File: src/rtl/pipelined_cla_addsub.sv
// ---------------------------------------------------------------------------
// pipelined_cla_addsub : two-level carry-lookahead adder/subtractor with a
// 1..3 stage valid/ready pipeline.   Rev 1.0
// ---------------------------------------------------------------------------
`default_nettype none

module pipelined_cla_addsub #(
  parameter int WIDTH  = 16,
  parameter int GROUP  = 4,
  parameter int STAGES = 2
) (
  input  logic             clk,
  input  logic             rst_n,
  input  logic             in_valid,
  output logic             in_ready,
  input  logic [WIDTH-1:0] a,
  input  logic [WIDTH-1:0] b,
  input  logic             cin,
  input  logic             sub,
  output logic             out_valid,
  input  logic             out_ready,
  output logic [WIDTH-1:0] sum,
  output logic             cout,
  output logic             overflow,
  output logic             zero
);

  localparam int NG = WIDTH / GROUP;

  // Flat sum-of-products carries: c[k] = G[k-1] | P[k-1]G[k-2] | ... | P[k-1..0]c0
  function automatic logic [GROUP:0] bit_carries(input logic [GROUP-1:0] p,
                                                 input logic [GROUP-1:0] g,
                                                 input logic c0);
    logic [GROUP:0] c;
    logic           t;
    c = '0;
    for (int k = 0; k <= GROUP; k++) begin
      t = c0;
      for (int j = 0; j < k; j++) t = t & p[j];
      c[k] = t;
      for (int j = 0; j < k; j++) begin
        t = g[j];
        for (int m = j + 1; m < k; m++) t = t & p[m];
        c[k] = c[k] | t;
      end
    end
    return c;
  endfunction

  function automatic logic [NG:0] group_carries(input logic [NG-1:0] gp,
                                                input logic [NG-1:0] gg,
                                                input logic c0);
    logic [NG:0] c;
    logic        t;
    c = '0;
    for (int k = 0; k <= NG; k++) begin
      t = c0;
      for (int j = 0; j < k; j++) t = t & gp[j];
      c[k] = t;
      for (int j = 0; j < k; j++) begin
        t = gg[j];
        for (int m = j + 1; m < k; m++) t = t & gp[m];
        c[k] = c[k] | t;
      end
    end
    return c;
  endfunction

  logic advance;
  assign in_ready = !(out_valid && !out_ready);
  assign advance  = in_ready;

  // Front end: bit and group propagate/generate from the raw operands
  logic [WIDTH-1:0] f_p, f_g;
  logic [NG-1:0]    f_gp, f_gg;
  logic             f_c0;
  logic [GROUP:0]   f_tmp;

  always_comb begin
    f_c0  = sub | cin;
    f_p   = a ^ (b ^ {WIDTH{sub}});
    f_g   = a & (b ^ {WIDTH{sub}});
    f_tmp = '0;
    for (int k = 0; k < NG; k++) begin
      f_gp[k] = &f_p[k*GROUP +: GROUP];
      f_tmp   = bit_carries(f_p[k*GROUP +: GROUP], f_g[k*GROUP +: GROUP], 1'b0);
      f_gg[k] = f_tmp[GROUP];
    end
  end

  // Middle: group carry-ins
  logic [NG-1:0] m_gp, m_gg;
  logic          m_c0;
  logic [NG:0]   m_cg;

  assign m_cg = group_carries(m_gp, m_gg, m_c0);

  // Back end: in-group carries, sum and flags
  logic [WIDTH-1:0] k_p, k_g, k_sum;
  logic [NG:0]      k_cg;
  logic             k_valid, k_cmsb;
  logic [GROUP:0]   k_tmp;

  always_comb begin
    k_sum  = '0;
    k_cmsb = 1'b0;
    k_tmp  = '0;
    for (int k = 0; k < NG; k++) begin
      k_tmp = bit_carries(k_p[k*GROUP +: GROUP], k_g[k*GROUP +: GROUP], k_cg[k]);
      k_sum[k*GROUP +: GROUP] = k_p[k*GROUP +: GROUP] ^ k_tmp[GROUP-1:0];
      if (k == NG - 1) k_cmsb = k_tmp[GROUP-1];
    end
  end

  generate
    if (STAGES == 1) begin : g_one
      assign m_gp    = f_gp;
      assign m_gg    = f_gg;
      assign m_c0    = f_c0;
      assign k_p     = f_p;
      assign k_g     = f_g;
      assign k_cg    = m_cg;
      assign k_valid = in_valid;
    end else begin : g_multi
      logic             s1_valid, s1_c0;
      logic [WIDTH-1:0] s1_p, s1_g;
      logic [NG-1:0]    s1_gp, s1_gg;

      always_ff @(posedge clk or negedge rst_n) begin
        if (!rst_n) begin
          s1_valid <= 1'b0;
          s1_c0    <= 1'b0;
          s1_p     <= '0;
          s1_g     <= '0;
          s1_gp    <= '0;
          s1_gg    <= '0;
        end else if (advance) begin
          s1_valid <= in_valid;
          if (in_valid) begin
            s1_c0 <= f_c0;
            s1_p  <= f_p;
            s1_g  <= f_g;
            s1_gp <= f_gp;
            s1_gg <= f_gg;
          end
        end
      end

      assign m_gp = s1_gp;
      assign m_gg = s1_gg;
      assign m_c0 = s1_c0;

      if (STAGES == 2) begin : g_two
        assign k_p     = s1_p;
        assign k_g     = s1_g;
        assign k_cg    = m_cg;
        assign k_valid = s1_valid;
      end else begin : g_three
        logic             s2_valid;
        logic [WIDTH-1:0] s2_p, s2_g;
        logic [NG:0]      s2_cg;

        always_ff @(posedge clk or negedge rst_n) begin
          if (!rst_n) begin
            s2_valid <= 1'b0;
            s2_p     <= '0;
            s2_g     <= '0;
            s2_cg    <= '0;
          end else if (advance) begin
            s2_valid <= s1_valid;
            if (s1_valid) begin
              s2_p  <= s1_p;
              s2_g  <= s1_g;
              s2_cg <= m_cg;
            end
          end
        end

        assign k_p     = s2_p;
        assign k_g     = s2_g;
        assign k_cg    = s2_cg;
        assign k_valid = s2_valid;
      end
    end
  endgenerate

  // Data registers load only with a valid token so bubbles never disturb outputs
  always_ff @(posedge clk or negedge rst_n) begin
    if (!rst_n) begin
      out_valid <= 1'b0;
      sum       <= '0;
      cout      <= 1'b0;
      overflow  <= 1'b0;
      zero      <= 1'b0;
    end else if (advance) begin
      out_valid <= k_valid;
      if (k_valid) begin
        sum      <= k_sum;
        cout     <= k_cg[NG];
        overflow <= k_cmsb ^ k_cg[NG];
        zero     <= (k_sum == '0);
      end
    end
  end

endmodule

`default_nettype wire
File: config.mk
export PLATFORM = sky130hd
export DESIGN_NAME = pipelined_cla_addsub
export DESIGN_NICKNAME = d
export VERILOG_FILES = /design/src/rtl/pipelined_cla_addsub.sv
export SDC_FILE = /design/constraint.sdc
export NUM_CORES = 1
export LEC_CHECK = 0
export ABC_CLOCK_PERIOD_IN_PS = 2900
export BUFFER_PORTS_ARGS = -buffer_cell sky130_fd_sc_hd__buf_2
export CAP_MARGIN = 20
export CORE_MARGIN = 1.5
export CORE_UTILIZATION = 39
export DETAILED_ROUTE_END_ITERATION = 8
export SLEW_MARGIN = 20
export SYNTH_ARGS = -nofsm -noshare
export SYNTH_HDL_FRONTEND = slang
export SYNTH_SLANG_ARGS = --single-unit
File: constraint.sdc
create_clock -name clk -period 2.9 [get_ports clk]
set_input_delay 0.145 -clock clk [delete_from_list [all_inputs] [get_ports clk]]
set_output_delay 0.145 -clock clk [all_outputs]
set_load 0.005 [all_outputs]
==> metrics.yaml <==
clock_network:
  ctsLongestPathBuffers: 2
  cts_sinks: 58
  tritoncts.num_buffers: 9
  insertion_delay_ns: 0.33
  clk_pin_slew_ns: 0.06
  clockRootBuffer: "clkbuf_8"
  cts_tree: "built"
  htreeDepth: 3
die:
  core_area_um2: 7250
  initial_utilization_pct: 40.5
  io_pins: 59
  die_x_um: 89.7
  dieArea_um2: 8050
  die_y_um: 89.7
  rows: 31
placement:
  placed_area_um2: 3330
  dp.final_hpwl_mm: 4.57
  port-buffer-count: 58
  gp_congestion: 0.792
synth:
  synth_cell_type_count: 27
  syn_inst: 270
  synth_area_um2: 2930
  ys_warn_count: 0
  ys_ff_latch: 58
  syn-num-nets: 328
  ys_seq_area_share_pct: 49.5
  avgSynthCellArea_um2: 10.9
global_routing:
  grt_pass1_wl_mm: 10.3
  grt-ovfl-total: 0
  grt_max_degree: 48
  grt_use_total_pct: 16.3
  antenna_found_initial: 0
  grt_pass1_vias: 2154
timing:
  slew_violations: 0
  worst_slew_pin_slew_ns: 0.732
  setup-violations-final: 0
  slew_headroom_pct: 51.2
  post-route-period-util_pct: 80.9
  finalHoldViolations: 0
  fin_crit_ns: 2.35
  timing.setup.tns_ns: 0
  rsz0062_at_grt: "false"
  fin_skew_ns: 0.00472
  timing.fmax_mhz: 426
  fin_hold_ws_ns: 0.102
layout:
  final_cell_area_um2: 3540
  drive_above_1_share_pct: 32.0
  num_antenna_cells: 0
  syn2layout_area_growth_pct: 20.6
  nets: 391
routing:
  wirelength_mm: 6.01
  drc: 0
  firstDrtPassIters: 4
  drt_iter0_drc: 76
  ant_nets: 0
  num_vias: 2120
  vias_per_cell: 4.85
  wl_per_cell_um: 13.8
critical_path:
  arrival_ns: 2.59
  worstSetupStartpointType: "flop"
  crit_type: "reg -> reg"
  end_kind: "flop"
  crit_fanout: 4
  worst_ep_required_time_ns: 3.14
  r2r_start: "g_multi.s1_c0"
  crit_start: "g_multi.s1_c0"
power:
  p_leak_nw: 1.78
  p_total_mw: 2.77
  p_per_area_nw_per_um2: 781
  vdd_drop_max_v: 0.000281
status:
  status: "finished clean"
run:
  max_cap_viol_count: 0
hold_path:
  min_from: "cin"
  hold_path_class: "in -> reg"
synthesized netlist by cell type:
master / n / share of area [%]
o211ai_1: 3 / 0.77
xor2_1: 18 / 5.4
xnor2_1: 7 / 2.1
a21oi_1: 9 / 1.5
o21ai_0: 19 / 3.2
nor2_2: 2 / 0.43
mux2_2: 28 / 11
nor4_1: 2 / 0.43
o21a_1: 5 / 1.3
or4_1: 2 / 0.51
clkbuf_1: 7 / 0.90
nor2_1: 4 / 0.51
and3_1: 2 / 0.43
and2_1: 1 / 0.21
a211oi_1: 1 / 0.26
nand4_1: 7 / 1.5
nand2b_1: 1 / 0.21
buf_2: 4 / 0.68
nand3_1: 1 / 0.17
dfrtp_1: 58 / 49
nor3_1: 3 / 0.51
or2_2: 3 / 0.64
inv_1: 1 / 0.13
a21o_1: 11 / 2.8
ha_1: 20 / 8.5
nand2_1: 50 / 6.4
o31ai_1: 1 / 0.26
through the flow:
stage | std cells | setup slack [ns] | utilization [%]
after CTS | 437 | 0.550 | 48.8
after global placement | 420 | 0.637 | 45.9
after floorplan | 270 | 0.734 | -
final | 437 | 0.553 | 48.8
after global routing | 437 | 0.372 | 48.8
after detailed placement | 420 | 0.569 | 45.9
final cells by class:
class | instances | area, µm²
multi-input combinational | 200 | 1430
timing repair buffer | 63 | 330
sequential | 58 | 1450
clock buffer | 14 | 163
fill | 706 | 3710
clock inverter | 2 | 35.0
tap | 99 | 124
inverter | 1 | 3.75
worst paths after layout:
path,endpoint,slack (ns),cells past startpoint
setup / recovery,zero,0.55,9
hold / removal,g_multi.s1_c0,0.10,3
setup reg to reg,zero,0.55,9
hold reg to reg,sum[8],0.47,2
max in group asynchronous,g_multi.s1_c0,1.76,3
min in group asynchronous,sum[3],0.41,2
power by group:
| part | internal, mW | switching [mW] |
|---|---|---|
| clock | 0.444 | 0.307 |
| combinational | 0.404 | 0.414 |
| sequential | 1.04 | 0.156 |
routing by layer:
| metal | global-route usage, % | wire (µm) | vias up |
|---|---|---|---|
| met1 | 21.2 | 2870 | 984 |
| met2 | 25.0 | 2730 | 57 |
| met5 | 0 | 0 | - |
| li1 | - | - | 1067 |
| met4 | 9.79 | 167 | 0 |
| met3 | 3.30 | 242 | 12 |
cells by family after synthesis:
logic type,after synthesis,share of synthesized area (%)
simple gates,78,11.9
flops,58,49.5
compound gates,49,10.1
mux,28,10.7
xor+xnor,25,7.46
fa+ha+maj,20,8.53
buf+inv,12,1.71
flip-flops by register name, indices dropped and copies added, names as in the netlist:
| signal | flops |
|---|---|
| g_multi.s1_p | 16 |
| sum | 16 |
| g_multi.s1_g | 12 |
| g_multi.s1_gg | 4 |
| g_multi.s1_gp | 4 |
| cout | 1 |
| g_multi.s1_c0 | 1 |
| g_multi.s1_valid | 1 |
| out_valid | 1 |
| overflow | 1 |
| zero | 1 |
worst max-delay path: stages, from the launching register on:
cell	delay (ns)
dfrtp_1	0.41
a21o_1	0.21
a21o_1	0.20
a21o_1	0.22
ha_1	0.20
o21a_1	0.17
nor2_1	0.10
xnor2_1	0.09
or4_1	0.40
o31ai_1	0.26
cell usage in the layout (no fill, tap or decap), types with 4 or more instances in the layout:
cell       n
ha_1      20
buf_4      4
xor2_1    18
a21o_1    11
dfrtp_1   58
buf_2     58
nand2_1   50
nor2_1     4
xnor2_1    7
o21a_1     5
o21ai_0   19
nand4_1    7
clkbuf_8  11
a21oi_1    9
mux2_2    28
timing repair:
item,in CTS,in global routing
setup buffers,0,0
hold buffers,1,0
gates resized for setup,0,0
endpoints found under the hold margin,31,0
No activity file was read; power rests on OpenSTA's default activity.
